$ cat src/rtl/sbp_lookup_injector.sv
// Injects lookup or update beats into a stage pipeline head; one registered beat per clk (1-cycle latency).
// No pipeline backpressure: lookups are throttled by tail credits, updates win after UPD_STARVE_MAX lost arbitrations.
module sbp_lookup_injector #(
  parameter int STAGE_ID_BITS  = 6,
  parameter int LOCATION_BITS  = 11,
  parameter int RESULT_BITS    = 24,
  parameter int CREDITS        = 16,
  parameter int UPD_STARVE_MAX = 8
) (
  input  logic                             clk,
  input  logic                             rst,
  input  logic                             lkp_valid_i,
  output logic                             lkp_ready_o,
  input  logic [31:0]                      lkp_ip_addr_i,
  input  logic                             upd_valid_i,
  output logic                             upd_ready_o,
  input  logic [31:0]                      upd_prefix_i,
  input  logic [5:0]                       upd_prefix_len_i,
  input  logic [STAGE_ID_BITS-1:0]         upd_stage_id_i,
  input  logic [LOCATION_BITS-1:0]         upd_location_i,
  input  logic [RESULT_BITS-1:0]           upd_result_i,
  input  logic                             credit_return_i,
  output logic                             update_o,
  output logic [31:0]                      ip_addr_o,
  output logic [5:0]                       bit_pos_o,
  output logic [STAGE_ID_BITS-1:0]         stage_id_o,
  output logic [LOCATION_BITS-1:0]         location_o,
  output logic [RESULT_BITS-1:0]           result_o,
  output logic                             valid_o,
  output logic [$clog2(CREDITS+1)-1:0]     credit_cnt_o,
  output logic                             credit_err_o
);

  localparam int CW = $clog2(CREDITS + 1);
  localparam int SW = $clog2(UPD_STARVE_MAX + 1);
  localparam logic [CW-1:0] CREDITS_FULL = CW'(CREDITS);
  localparam logic [SW-1:0] STARVE_MAX   = SW'(UPD_STARVE_MAX);

  typedef struct packed {
    logic                     valid;
    logic                     update;
    logic [31:0]              ip_addr;
    logic [5:0]               bit_pos;
    logic [STAGE_ID_BITS-1:0] stage_id;
    logic [LOCATION_BITS-1:0] location;
    logic [RESULT_BITS-1:0]   result;
  } beat_t;

  logic [CW-1:0] credit_cnt;
  logic [SW-1:0] starve_cnt;
  logic          credit_err;
  logic          force_upd;
  logic          lkp_rdy;
  logic          upd_rdy;
  logic          lkp_acc;
  logic          upd_acc;
  beat_t         head;
  beat_t         head_nxt;

  assign force_upd = (starve_cnt == STARVE_MAX);

  // Readies are gated by rst so nothing is offered while reset is held.
  always_comb begin
    lkp_rdy = rst && (credit_cnt != '0) && !(upd_valid_i && force_upd);
    upd_rdy = rst && (force_upd || !lkp_valid_i || (credit_cnt == '0));
    if (lkp_valid_i && lkp_rdy) begin
      upd_rdy = 1'b0;
    end
  end

  assign lkp_ready_o = lkp_rdy;
  assign upd_ready_o = upd_rdy;
  assign lkp_acc     = lkp_valid_i && lkp_rdy;
  assign upd_acc     = upd_valid_i && upd_rdy;

  // Stage id 1 is the first pipeline stage; 0 is reserved for idle beats.
  always_comb begin
    head_nxt = '0;
    if (lkp_acc) begin
      head_nxt.valid    = 1'b1;
      head_nxt.ip_addr  = lkp_ip_addr_i;
      head_nxt.stage_id = STAGE_ID_BITS'(1);
    end else if (upd_acc) begin
      head_nxt.valid    = 1'b1;
      head_nxt.update   = 1'b1;
      head_nxt.ip_addr  = upd_prefix_i;
      head_nxt.bit_pos  = upd_prefix_len_i;
      head_nxt.stage_id = upd_stage_id_i;
      head_nxt.location = upd_location_i;
      head_nxt.result   = upd_result_i;
    end
  end

  always_ff @(posedge clk or negedge rst) begin
    if (!rst) begin
      head <= '0;
    end else begin
      head <= head_nxt;
    end
  end

  always_ff @(posedge clk or negedge rst) begin
    if (!rst) begin
      starve_cnt <= '0;
    end else if (!upd_valid_i || upd_acc) begin
      starve_cnt <= '0;
    end else if (starve_cnt != STARVE_MAX) begin
      starve_cnt <= starve_cnt + SW'(1);
    end
  end

  // A return while already full is dropped and flagged sticky.
  always_ff @(posedge clk or negedge rst) begin
    if (!rst) begin
      credit_cnt <= CREDITS_FULL;
      credit_err <= 1'b0;
    end else begin
      case ({lkp_acc, credit_return_i})
        2'b10: credit_cnt <= credit_cnt - CW'(1);
        2'b01: begin
          if (credit_cnt == CREDITS_FULL) begin
            credit_err <= 1'b1;
          end else begin
            credit_cnt <= credit_cnt + CW'(1);
          end
        end
        default: credit_cnt <= credit_cnt;
      endcase
    end
  end

  assign valid_o      = head.valid;
  assign update_o     = head.update;
  assign ip_addr_o    = head.ip_addr;
  assign bit_pos_o    = head.bit_pos;
  assign stage_id_o   = head.stage_id;
  assign location_o   = head.location;
  assign result_o     = head.result;
  assign credit_cnt_o = credit_cnt;
  assign credit_err_o = credit_err;

endmodule
$ cat config.mk
export PLATFORM = sky130hd
export DESIGN_NAME = sbp_lookup_injector
export DESIGN_NICKNAME = d
export VERILOG_FILES = /design/src/rtl/sbp_lookup_injector.sv
export SDC_FILE = /design/constraint.sdc
export NUM_CORES = 1
export LEC_CHECK = 0
export ABC_AREA = 1
export CAP_MARGIN = 20
export CORE_ASPECT_RATIO = 1.25
export CORE_UTILIZATION = 30
export DETAILED_ROUTE_END_ITERATION = 10
export HOLD_SLACK_MARGIN = 0.05
export PLACE_DENSITY_LB_ADDON = 0.25
export SLEW_MARGIN = 20
export SYNTH_ARGS = -nofsm -noshare
export SYNTH_HDL_FRONTEND = slang
export SYNTH_SLANG_ARGS = --single-unit
$ cat constraint.sdc
create_clock -name clk -period 2.3 [get_ports clk]
set_input_delay 0.69 -clock clk [delete_from_list [all_inputs] [get_ports clk]]
set_output_delay 0.69 -clock clk [all_outputs]
set_load 0.03 [all_outputs]
Word-level counts from Yosys, hierarchy flattened

Index checks and enable logic that the tools add are counted.

$add $sub $neg: 3
Equal/unequal tests: 6
Muxes and demuxes: 12
Reductions and logical operators: 18

Operators with widths:

| operator              | count |
|---|---|
| $mux W81              | 1 |
| $mux W35              | 1 |
| $mux W32              | 1 |
| $mux W6               | 2 |
| $pmux W5 S2           | 1 |
| $mux W4               | 2 |
| $logic_and A1 B1 Y1   | 6 |
| $add A5 B1 Y5 const B | 1 |
| $eq A5 B5 Y1 const B  | 1 |
| $logic_not A5 Y1      | 1 |
| $mux W5               | 1 |
| $reduce_bool A5 Y1    | 1 |
| $sub A5 B1 Y5 const B | 1 |
| $add A4 B1 Y4 const B | 1 |
| $eq A4 B4 Y1 const B  | 1 |
| $ne A4 B4 Y1 const B  | 1 |
| $reduce_and A2 Y1     | 2 |
| $reduce_bool A2 Y1    | 2 |
| $logic_not A1 Y1      | 3 |
| $logic_or A1 B1 Y1    | 3 |
| $mux W1               | 3 |
| $eq A2 B1 Y1 const B  | 1 |
| $eq A2 B2 Y1 const B  | 1 |
| $ne A2 B2 Y1 const B  | 1 |

Register bits: 91
Bits of input ports: 116
Output and inout bits: 89

Longest topological paths before layout

Gate-level depths: netlist (run 1).

Depth in word-level cells: 9
Mapped depth: 17
Mapped depth without buffers: 17

Least setup slack after synthesis (run 1)

No wires, ideal clock.

Path kind: input to register
Start: input upd_valid_i
End: register credit_cnt[4], in the netlist credit_cnt_o[4]
Library setup time: 58 ps
Arrival: 2,146 ps
Required time: 2,242 ps
Slack: 96 ps
Stages: 15
Path buffers: 0
Cells stage by stage: nand4_1 -> nand3_1 -> nor2_2 -> nor2_1 -> inv_1 -> fa_1 -> inv_1 -> o21ai_0 -> nand2_1 -> nand2_1 -> inv_1 -> nand3_1 -> nand3_1 -> nand2_1 -> inv_1

Cells in the longest elaborated chain, start to end: 7
Elaborated cells on any way between the ends: 10

Ends and longest elaborated chain:

| item                                                                | RTL line | source |
|---|---|---|
| start, declared                                                     | 15       | `input logic upd_valid_i,` |
| $logic_and A1 B1 Y1 (*)                                             | 64       | `lkp_rdy = rst && (credit_cnt != '0) && !(upd_valid_i && force_upd);` |
| $logic_not A1 Y1 (*)                                                | 64       |  |
| $logic_and A1 B1 Y1 (*)                                             | 64       |  |
| $logic_and A1 B1 Y1 (*)                                             | 73       | `assign lkp_acc = lkp_valid_i && lkp_rdy;` |
| $eq A2 B1 Y1 / $eq A2 B2 Y1 (equally long branches)                 | 118      | `case ({lkp_acc, credit_return_i})` |
| $ne A2 B2 Y1 (no line) / $reduce_bool A2 Y1 (equally long branches) | -        |  |
| $reduce_and A2 Y1 (no line)                                         | -        |  |
| end signal, assigned                                                | 119      | `2'b10: credit_cnt <= credit_cnt - CW'(1);` |
| end signal, assigned                                                | 124      | `credit_cnt <= credit_cnt + CW'(1);` |
| end signal, assigned                                                | 127      | `default: credit_cnt <= credit_cnt;` |
| end, declared                                                       | 49       | `logic [CW-1:0] credit_cnt;` |

Every way passes the cells marked *; elsewhere a longest branch is shown, timed or not.
A chain may end at the register's enable or synchronous reset.

Worst setup path in the final report (run 1)

Start: register starve_cnt[1]
End: output upd_ready_o

Cells in the longest elaborated chain, start to end: 6
Elaborated cells on any way between the ends: 9

Ends and longest elaborated chain:

| item                   | RTL line | source |
|---|---|---|
| start, declared        | 50       | `logic [SW-1:0] starve_cnt;` |
| start signal, assigned | 108      | `starve_cnt <= starve_cnt + SW'(1);` |
| $eq A4 B4 Y1 (*)       | 60       | `assign force_upd = (starve_cnt == STARVE_MAX);` |
| $logic_and A1 B1 Y1    | 64       |  |
| $logic_not A1 Y1       | 64       |  |
| $logic_and A1 B1 Y1    | 64       |  |
| $logic_and A1 B1 Y1    | 66       | `if (lkp_valid_i && lkp_rdy) begin` |
| $mux W1 (*)            | 66       |  |
| end, declared          | 16       | `output logic upd_ready_o,` |

Marked as above.

==> results of run 1 <==
==> state kept, by name (all words and copies together) (netlist names) <==
name and flops:
ip_addr_o 32, result_o 24, location_o 11, bit_pos_o 6, stage_id_o 6, credit_cnt_o 5, starve_cnt 4, credit_err_o 1
update_o 1, valid_o 1
==> logic make-up (layout without fill, tap and decap cells) <==
group / Yosys count / count (layout) / synth area share [%]
compound gates: 8 / 8 / 1.19
xor+xnor: 3 / 3 / 0.735
fa+ha+maj: 6 / 6 / 2.31
buf+inv: 74 / 306 / 9.00
flops: 91 / 91 / 63.8
simple gates: 188 / 188 / 23.0
==> layout make-up <==
| cell class | instances | area, um^2 | area share, % |
|---|---|---|---|
| clock buffers | 11 | 243 | 3.86 |
| clock inverters | 5 | 62.6 | 0.996 |
| inverters | 63 | 236 | 3.76 |
| multi-input cells | 205 | 1020 | 16.3 |
| flip-flops and latches | 91 | 2280 | 36.3 |
| well taps | 161 | 201 | 3.21 |
| repair buffers | 227 | 2240 | 35.6 |
==> synthesized netlist by cell type, drive strengths merged <==
library cell,instances
ha,5
nand4,3
nor2,53
a21oi,2
nand2,117
xor2,2
xnor2,1
o21ai,5
or2,1
inv,63
o21bai,1
buf,9
dfrtp,90
dfstp,1
nand3,12
clkbuf,2
fa,1
nor3,2
==> worst register-to-register path, cell delays in order (launching register included) <==
cell and delay, ns:
dfrtp_1 0.46, nor2_2 0.17, nand3_2 0.14, nand3_2 0.11
nor2_2 0.05, nor2_2 0.10, inv_2 0.08, fa_2 0.35
inv_2 0.07, o21ai_1 0.05, nand2_1 0.06, nand2_1 0.07
inv_1 0.08, nand3_1 0.08, nand3_1 0.09, nand2_1 0.05
inv_1 0.04
==> per-stage QoR <==
stage / hold WS [ns] / TNS [ns] / utilization (%) / instance area [um^2]
6_report: 0.503 / 0 / 54.1 / 6280
5_1_grt: 0.512 / -0.0667 / 54.1 / 6280
4_1_cts: 0.503 / 0 / 53.6 / 6220
3_5_place_dp: 0.478 / -3.64 / 50.8 / 5900
3_3_place_gp: 0.499 / -1.16 / 50.8 / 5900
2_1_floorplan: 0.394 / 0 / - / 3570
==> routing by layer <==
metal,vias to the layer above,wire length [um],GRT usage [%]
met4,0,114,5.88
li1,1534,-,-
met1,1414,3620,16.5
met5,-,0,0
met2,124,4680,27.2
met3,8,707,4.83
==> worst max-delay path by stage <==
stage,from,depth (start not counted),slack [ns],end
after floorplan,upd_valid_i,15,0.1,credit_cnt_o[4]
after global placement,upd_valid_i,16,-0.41,credit_cnt_o[4]
after detailed placement,upd_valid_i,16,-0.50,credit_cnt_o[4]
after CTS,starve_cnt[1],8,0.0004,upd_ready_o
after global routing,starve_cnt[1],8,-0.07,upd_ready_o
final,starve_cnt[1],8,0.04,upd_ready_o
==> power by group through the flow <==
stage | logic, W | registers [W] | clock network [W]
2_1_floorplan | 0.000408 | 0.00218 | 0
3_3_place_gp | 0.00143 | 0.00186 | 0
3_5_place_dp | 0.00146 | 0.00186 | 0
4_1_cts | 0.00147 | 0.00184 | 0.00151
5_1_grt | 0.00163 | 0.00186 | 0.00159
6_report | 0.00149 | 0.00184 | 0.00146
==> repair_timing <==
| item | in CTS | in global routing |
|---|---|---|
| setup buffers | 2 | 2 |
| endpoints found under the setup margin | 3 | 5 |
| gates resized for setup | 5 | 13 |
| pin swaps | 2 | 6 |
==> reports/qor.yml, run 1 <==
hold_class: "reg -> reg"
final_cell_mix: "198 x clkdlybuf4s50_1, 115 x nand2_1, 90 x dfrtp_1"
diodes: 0
ys_ff_latch: 91
synth_largest_area_cell: "dfrtp_1"
grt_usage_pct: 15.1
hpwl_mm: 7.01
hold_depth: 1
antenna_found_initial: 0
status: "complete, no violations"
synth.distinct_cells: 25
root_buffer: "clkbuf_16"
slowest_stage: "dfrtp_1"
reg2reg_from: "credit_cnt_o[2]"
seqPwrFrac_pct: 38.4
r2r_cells: 16
cts_tree: "built"
rsz0062_at_grt: "yes"
critical_path_buf_inv_count: 4
drive_gt1_share_pct: 11.6
dr.pass1.iters: 4
synthTopCellsByArea: "dfrtp_1 63%, nand2_1 12%, inv_1 6.4%"
finalWorstSetupSlack_ns: 0.0376
drc: 0
min_to: "credit_err_o"
clkTransAtPathRegs_ns: 0.07
die_x_um: 99.6
die_y_um: 124
crit_required_ns: 1.61
final_max_slew_viol_count: 0
ant_nets: 0
worst_r2r_endpoint: "credit_cnt_o[4]"
critPathMaxFanout: 3
p_leak_nw: 3.11
power.internal_w: 0.00332
critPathTopFamily: "buffers and inverters"
seq_area_frac_synth_pct: 63.8
r2r_setup_slack_ns: 0.20
dr.first_iter.drc_count: 59
finalSetupViolations: 0
finClkSkew_ns: 0.00748
netlist_instances: 370
layout_commonest_cell: "clkdlybuf4s50_1"
p_total_w: 0.00479
power.density_nw_per_um2: 763
finalHoldViolCount: 0
grt_max_degree: 50
max_freq_mhz: 442
nets: 719
routedWlPerCell_um: 12.0
grt_pass1_wl_mm: 14.3
via_count: 3080
clk_path_buf_depth: 2
cts_max_level: 3
via_per_inst: 4.04
cp.arrival_ns: 1.57
clockPowerShare_pct: 30.5
hp-start: "credit_err_o"
cts_sinks: 91
fillers: 1055
path_class: "reg -> out"
avgSynthCellArea_um2: 9.66
ys_warn_count: 0
gp_congestion: 0.771
slowest_delay_ns: 0.41
cp-start-kind: "register"
io_pins: 205
port_buffers: 204
stdcell_count: 763
dpl.cell_count: 744
syn-cell-area_um2: 3570
fp.coreArea_um2: 11600
swShare_pct: 30.7
critPathMostFrequentCell: "inv_2"
area_growth_pct: 75.8
clkLatencyLatePin_ns: 0.33
worst_pin_slew_ns: 0.606
comb_power_share_pct: 31.1
syn_nets: 492
min_period_over_period_pct: 98.4
dp_worst_setup_slack_ns: -0.505
fin_crit_ns: 2.26
drt-total-wl_mm: 9.12
rows: 44
ir_drop_mv: 0.410
overflow: 0
slew_headroom_pct: 59.6
cts_hold_buf: 0
dieArea_um2: 12400
synth_top_area_share_pct: 63.0
p_switching_w: 0.00147
grt_pass1_vias: 3104
initial_core_util_pct: 30.8
cp-end-kind: "output port"
drv_cap: 0
cts_buffers: 9
path_cells: "inv_2 -> ha_4 -> nand4_1 -> buf_4 -> nand4_4 -> nand2_2 -> inv_2 -> buf_6"
(Power assumes the default switching activity.)
==> run 2, diff against run 1 <==
--- a/config.mk
+++ b/config.mk
@@ -8,10 +8,11 @@
 export ABC_AREA = 1
 export CAP_MARGIN = 20
 export CORE_ASPECT_RATIO = 1.25
+export CORE_MARGIN = 2
 export CORE_UTILIZATION = 30
 export DETAILED_ROUTE_END_ITERATION = 10
 export HOLD_SLACK_MARGIN = 0.05
-export PLACE_DENSITY_LB_ADDON = 0.25
+export PLACE_DENSITY = 0.76
 export SLEW_MARGIN = 20
 export SYNTH_ARGS = -nofsm -noshare
 export SYNTH_HDL_FRONTEND = slang
==> run 2 against run 1 <==
  * Sequential share of layout area down 0.21 points
  * Flip-flop and latch count did not move
  * Critical path depth decreased by 1
  * Sequential power about the same
  * Clock skew grew 0.0011 ns
  * Register-to-register slack lost 0.09 ns
  * Hold slack worse by 0.19 ns
  * Non-clock buffer count up 10
  * Fmax grew 0.23%
  * Critical path type unchanged
  * Critical endpoint unchanged
==> reports/qor.yml, run 2 (synthesized netlist as in run 1, its figures left out) <==
path_class: "reg -> out"  # unchanged
dr_wl_met2_mm: 5.45  # was 4.68 mm
root_buffer: "clkbuf_16"  # unchanged
cts_tree: "built"  # unchanged
via_count: 3222  # was 3080
drv_cap: 0  # unchanged
dr.max_layer_used: "met4"  # unchanged
clkLatencyLatePin_ns: 0.34  # was 0.33 ns
wl_met3_um: 809  # was 707 um
swShare_pct: 32.2  # was 30.7%
grt_pass1_wl_mm: 15.6  # was 14.3 mm
hpwl_mm: 7.97  # was 7.01 mm
layout_commonest_cell: "clkdlybuf4s50_1"  # unchanged
met1Wirelength_mm: 3.69  # was 3.62 mm
fillers: 1045  # was 1055
worst_pin_slew_ns: 0.615  # was 0.606 ns
grt_max_degree: 51  # was 50
io_pins: 205  # unchanged
port_buffers: 204  # unchanged
nets: 729  # was 719
hold_ws_ns: 0.316  # was 0.503 ns
power.internal_w: 0.00324  # was 0.00332 W
ant_nets: 0  # unchanged
clkTransAtPathRegs_ns: 0.07  # about the same
dpl.cell_count: 748  # was 744
critPathLaunch: "starve_cnt[1]"  # unchanged
slowest_stage: "dfrtp_1"  # unchanged
r2r_setup_slack_ns: 0.11  # was 0.20 ns
finClkSkew_ns: 0.00855  # was 0.00748 ns
seqPwrFrac_pct: 38.5  # was 38.4%
via_per_inst: 4.17  # was 4.04
cts_buffers: 9  # unchanged
antenna_found_initial: 0  # unchanged
routedWlPerCell_um: 13.2  # was 12.0 um
diodes: 0  # unchanged
crit_required_ns: 1.61  # about the same
power.density_nw_per_um2: 757  # was 763 nW/um^2
fp.coreArea_um2: 11600  # unchanged
die_y_um: 126  # was 124 um
grt_pass1_vias: 3390  # was 3104
cp.arrival_ns: 1.57  # about the same
drt-total-wl_mm: 10.2  # was 9.12 mm
r2r_cells: 17  # was 16
p_switching_w: 0.00154  # was 0.00147 W
dieArea_um2: 12800  # was 12400 um^2
die_x_um: 102  # was 99.6 um
postLayoutCellArea_um2: 6320  # was 6280 um^2
clockPowerShare_pct: 29.2  # was 30.5%
drive_gt1_share_pct: 12.9  # was 11.6%
slowest_delay_ns: 0.40  # was 0.41 ns
cp-start-kind: "register"  # unchanged
cts_sinks: 91  # unchanged
dr.first_iter.drc_count: 69  # was 59
initial_core_util_pct: 30.8  # unchanged
critPathMaxFanout: 3  # unchanged
reg2reg_from: "starve_cnt[1]"  # was credit_cnt_o[2]
rows: 44  # unchanged
comb_power_share_pct: 32.3  # was 31.1%
cp-end-kind: "output port"  # unchanged
worst_r2r_endpoint: "credit_cnt_o[4]"  # unchanged
drc: 0  # unchanged
max_freq_mhz: 443  # was 442 MHz
crit_end: "upd_ready_o"  # unchanged
dr.pass1.iters: 4  # unchanged
largest_reg_flops: 32  # unchanged
finalHoldViolCount: 0  # unchanged
final_core_util_pct: 54.4  # was 54.1%
min_period_over_period_pct: 98.1  # was 98.4%
hold_class: "in -> async"  # was reg -> reg
p_leak_nw: 3.14  # was 3.11 nW
final_cell_mix: "198 x clkdlybuf4s50_1, 114 x nand2_1, 90 x dfrtp_1"  # was 198 x clkdlybuf4s50_1, 115 x nand2_1, 90 x dfrtp_1
final_max_slew_viol_count: 0  # unchanged
clk_path_buf_depth: 2  # unchanged
gp_congestion: 0.797  # was 0.771
overflow: 0  # unchanged
dp_worst_setup_slack_ns: -0.587  # was -0.505 ns
stdcell_count: 773  # was 763
slew_headroom_pct: 59.0  # was 59.6%
cts_max_level: 3  # unchanged
placed_area_um2: 5930  # was 5900 um^2
finalWorstSetupSlack_ns: 0.0429  # was 0.0376 ns
finalSetupViolations: 0  # unchanged
area_growth_pct: 76.8  # was 75.8%
grt_usage_pct: 15.7  # was 15.1%
fin_crit_ns: 2.26  # about the same
status: "complete, no violations"  # unchanged
ir_drop_mv: 0.693  # was 0.410 mV
path_cells: "inv_2 -> ha_4 -> nand4_1 -> nand4_2 -> nand2_2 -> inv_4 -> buf_12"  # was inv_2 -> ha_4 -> nand4_1 -> buf_4 -> nand4_4 -> nand2_2 -> inv_2 -> buf_6
==> run 2: changes by cell type in the layout (fill, tap and decap cells not counted), sizes merged <==
cell | before | now
clkinvlp | 2 | 3
clkbuf | 11 | 10
bufinv | 1 | 0
inv | 63 | 64
buf | 26 | 36
==> run 2: worst min-delay path by stage <==
| stage | startpoint | to | slack (ns) | cells past startpoint |
|---|---|---|---|---|
| 3_5_place_dp | credit_err_o | credit_err_o | 0.48 | 1 |
| 6_report | rst | starve_cnt[3] | 0.32 | 2 |
| 2_1_floorplan | rst | bit_pos_o[0] | 0.39 | 0 |
| 5_1_grt | rst | starve_cnt[3] | 0.31 | 2 |
| 3_3_place_gp | starve_cnt[1] | starve_cnt[1] | 0.50 | 2 |
| 4_1_cts | rst | starve_cnt[3] | 0.31 | 2 |
==> run 2: power by group through the flow <==
stage / clock network, W / registers, W / logic [W]
floorplan: 0 / 0.00218 / 0.000408
global placement: 0 / 0.00186 / 0.00146
detailed placement: 0 / 0.00187 / 0.00150
CTS: 0.00144 / 0.00184 / 0.00152
global route: 0.00152 / 0.00186 / 0.00166
finish: 0.00140 / 0.00184 / 0.00155
==> run 2: repair_timing <==
item / 4_1_cts / 5_1_grt
hold buffers: 0 / 0
setup buffers: 4 / 5
setup endpoints to repair: 5 / 5
gates resized for setup: 6 / 11
pin swaps: 4 / 5
gates cloned: 0 / 0
==> run 2: layer usage <==
metal	track usage, %	up-vias
met5	0	-
met4	5.80	0
met3	5.49	20
met2	29.1	151
met1	15.9	1498
li1	-	1553
==> run 2: area by class of cell <==
type,count,area [um^2],area share (%)
multi-input combinational,205,1000,15.8
tap,161,201,3.19
inverter,63,239,3.78
sequential,91,2280,36.1
timing repair buffer,237,2310,36.6
clock inverter,6,48.8,0.772
clock buffer,10,239,3.78
==> run 2: worst max-delay path, delay by kind of cell, from the launching register on <==
family / cells / cell delay (ns)
and+or+nand+nor: 3 / 0.42
DFF: 1 / 0.40
buffers and inverters: 3 / 0.28
adders and majority gates: 1 / 0.13
==> run 2: through the flow <==
step / TNS, ns / power, W
2_1_floorplan: 0 / 0.00259
3_3_place_gp: -3.81 / 0.00332
3_5_place_dp: -6.39 / 0.00337
4_1_cts: 0 / 0.00480
5_1_grt: -0.208 / 0.00504
6_report: 0 / 0.00478
==> run 3, diff against run 2 <==
--- a/config.mk
+++ b/config.mk
@@ -13,6 +13,7 @@
 export DETAILED_ROUTE_END_ITERATION = 10
 export HOLD_SLACK_MARGIN = 0.05
 export PLACE_DENSITY = 0.76
+export SETUP_SLACK_MARGIN = 0.1
 export SLEW_MARGIN = 20
 export SYNTH_ARGS = -nofsm -noshare
 export SYNTH_HDL_FRONTEND = slang
==> run 3 against run 2 <==
  * Hold slack better by 0.013 ns
  * Cell area barely moved
  * Largest power group unchanged
  * Highest routed layer unchanged
  * Clock power increased by 5%
  * Critical path type is now in -> out
  * Routed wire length is 4.9% lower
==> reports/qor.yml, run 3 (synthesized netlist as in run 1, its figures left out) <==
status: "complete, no violations"  # unchanged
clk_path_buf_depth: 2  # unchanged
grt_usage_pct: 15.0  # was 15.7%
cp-end-kind: "output port"  # unchanged
io_pins: 205  # unchanged
power.internal_w: 0.00329  # was 0.00324 W
final_max_slew_viol_count: 0  # unchanged
cts_buffers: 9  # unchanged
area_growth_pct: 76.6  # was 76.8%
regArea_um2: 2280  # unchanged
drive_gt1_share_pct: 12.2  # was 12.9%
largest_reg_flops: 32  # unchanged
dr.pass1.iters: 4  # unchanged
path_cells: "dlygate4sd2_1 -> nand4_1 -> buf_4 -> nand4_4 -> nand2_2 -> inv_2 -> buf_6"  # was inv_2 -> ha_4 -> nand4_1 -> nand4_2 -> nand2_2 -> inv_4 -> buf_12
grt_busiest_layer: "met2"  # unchanged
die_y_um: 126  # unchanged
p_switching_w: 0.00152  # was 0.00154 W
met3_usage_pct: 4.83  # was 5.49%
path_class: "in -> out"  # was reg -> out
grt_max_degree: 81  # was 51
hold_class: "in -> async"  # unchanged
slew_headroom_pct: 50.7  # was 59.0%
drc: 0  # unchanged
finalHoldViolCount: 0  # unchanged
finClkSkew_ns: 0.00623  # was 0.00855 ns
gp_congestion: 0.795  # was 0.797
cp.arrival_ns: 1.56  # was 1.57 ns
clkTransAtPathRegs_ns: 0.07  # about the same
root_buffer: "clkbuf_16"  # unchanged
min_period_over_period_pct: 98.0  # was 98.1%
fillers: 1048  # was 1045
multiInputGateArea_um2: 1030  # was 1000 um^2
dieArea_um2: 12800  # unchanged
hpwl_mm: 7.45  # was 7.97 mm
max_freq_mhz: 444  # was 443 MHz
port_buffers: 204  # unchanged
slowest_delay_ns: 0.24  # was 0.40 ns
rows: 44  # unchanged
drv_cap: 0  # unchanged
clkLatencyLatePin_ns: 0.33  # was 0.34 ns
fin_crit_ns: 2.25  # was 2.26 ns
grt_pass1_vias: 3260  # was 3390
cp-start-kind: "input pin"  # was register
routedWlPerCell_um: 12.7  # was 13.2 um
layout_commonest_cell: "clkdlybuf4s50_1"  # unchanged
cts_sinks: 91  # unchanged
p_total_w: 0.00481  # was 0.00478 W
via_per_inst: 4.11  # was 4.17
comb_power_share_pct: 31.2  # was 32.3%
rsz0062_at_grt: "yes"
critPathMaxFanout: 2  # was 3
die_x_um: 102  # unchanged
cts_max_level: 3  # unchanged
final_cell_mix: "194 x clkdlybuf4s50_1, 115 x nand2_1, 90 x dfrtp_1"  # was 198 x clkdlybuf4s50_1, 114 x nand2_1, 90 x dfrtp_1
seqPwrFrac_pct: 38.2  # was 38.5%
p_leak_nw: 3.14  # about the same
swShare_pct: 31.6  # was 32.2%
crit_required_ns: 1.61  # about the same
dr.first_iter.drc_count: 66  # was 69
hold_ws_ns: 0.329  # was 0.316 ns
grt_pass1_wl_mm: 15.0  # was 15.6 mm
nets: 722  # was 729
worst_pin_slew_ns: 0.740  # was 0.615 ns
finalSetupViolations: 0  # unchanged
fp.coreArea_um2: 11600  # unchanged
slowest_stage: "dlygate4sd2_1"  # was dfrtp_1
overflow: 0  # unchanged
antenna_found_initial: 1  # was 0
diodes: 0  # unchanged
clockPowerShare_pct: 30.6  # was 29.2%
initial_core_util_pct: 30.8  # unchanged
via_count: 3148  # was 3222
grt_use_met2_pct: 26.5  # was 29.1%
ir_drop_mv: 0.520  # was 0.693 mV
ant_nets: 0  # unchanged
power.density_nw_per_um2: 762  # was 757 nW/um^2
use_met1_pct: 16.6  # was 15.9%
cts_tree: "built"  # unchanged
cts_hold_buf: 0  # unchanged
drt-total-wl_mm: 9.72  # was 10.2 mm
[run 3: power groups by stage]
stage                     clock network [W]  registers [W]  logic (W)
after floorplan                           0        0.00218   0.000408
after CTS                           0.00152        0.00184    0.00148
after global placement                    0        0.00186    0.00143
after detailed placement                  0        0.00186    0.00148
final                               0.00147        0.00184    0.00150
after global routing                0.00160        0.00186    0.00162
[run 3: cell type report]
type | count | area share, %
inverters | 63 | 3.75
well taps | 161 | 3.19
repair buffers | 230 | 35.9
multi-input cells | 205 | 16.3
clock buffers | 9 | 3.57
flip-flops and latches | 91 | 36.1
clock inverters | 7 | 1.23
[run 3: worst paths after layout]
check / depth (start not counted) / slack (ns) / end / start
setup / recovery: 7 / 0.05 / upd_ready_o / upd_valid_i
hold / removal: 2 / 0.33 / stage_id_o[0] / rst
setup reg to reg: 17 / 0.17 / credit_cnt_o[4] / starve_cnt[0]
hold reg to reg: 1 / 0.49 / credit_err_o / credit_err_o
max in group asynchronous: 3 / 1.00 / ip_addr_o[24] / rst
min in group clk: 1 / 0.49 / credit_err_o / credit_err_o
[run 3: worst max-delay path, delay by kind of cell]
kind / cells / cell delay [ns]
simple gates: 3 / 0.27
buf+inv: 4 / 0.61
[run 3: layer usage]
metal,vias up,share of wire (%)
met5,-,0
met4,0,1.7
met3,16,8.5
met2,135,52
met1,1455,38
li1,1542,-
[run 3: timing repair]
item	CTS	global route
buffers inserted	2	2
pin swaps	2	4
endpoints found under the hold margin	0	0
resized for setup	11	12
setup endpoints to repair	8	5
[run 3: metrics by stage]
stage          TNS, ns  cells  cell area (um^2)  utilization [%]  worst slack (ns)
6_report             0    766              6310             54.3            0.0460
2_1_floorplan        0    370              3570                -             0.101
3_5_place_dp     -5.72    746              5910             50.9            -0.513
5_1_grt        -0.0512    766              6310             54.3           -0.0481
3_3_place_gp     -2.01    746              5910             50.9            -0.407
4_1_cts              0    764              6250             53.8            0.0308
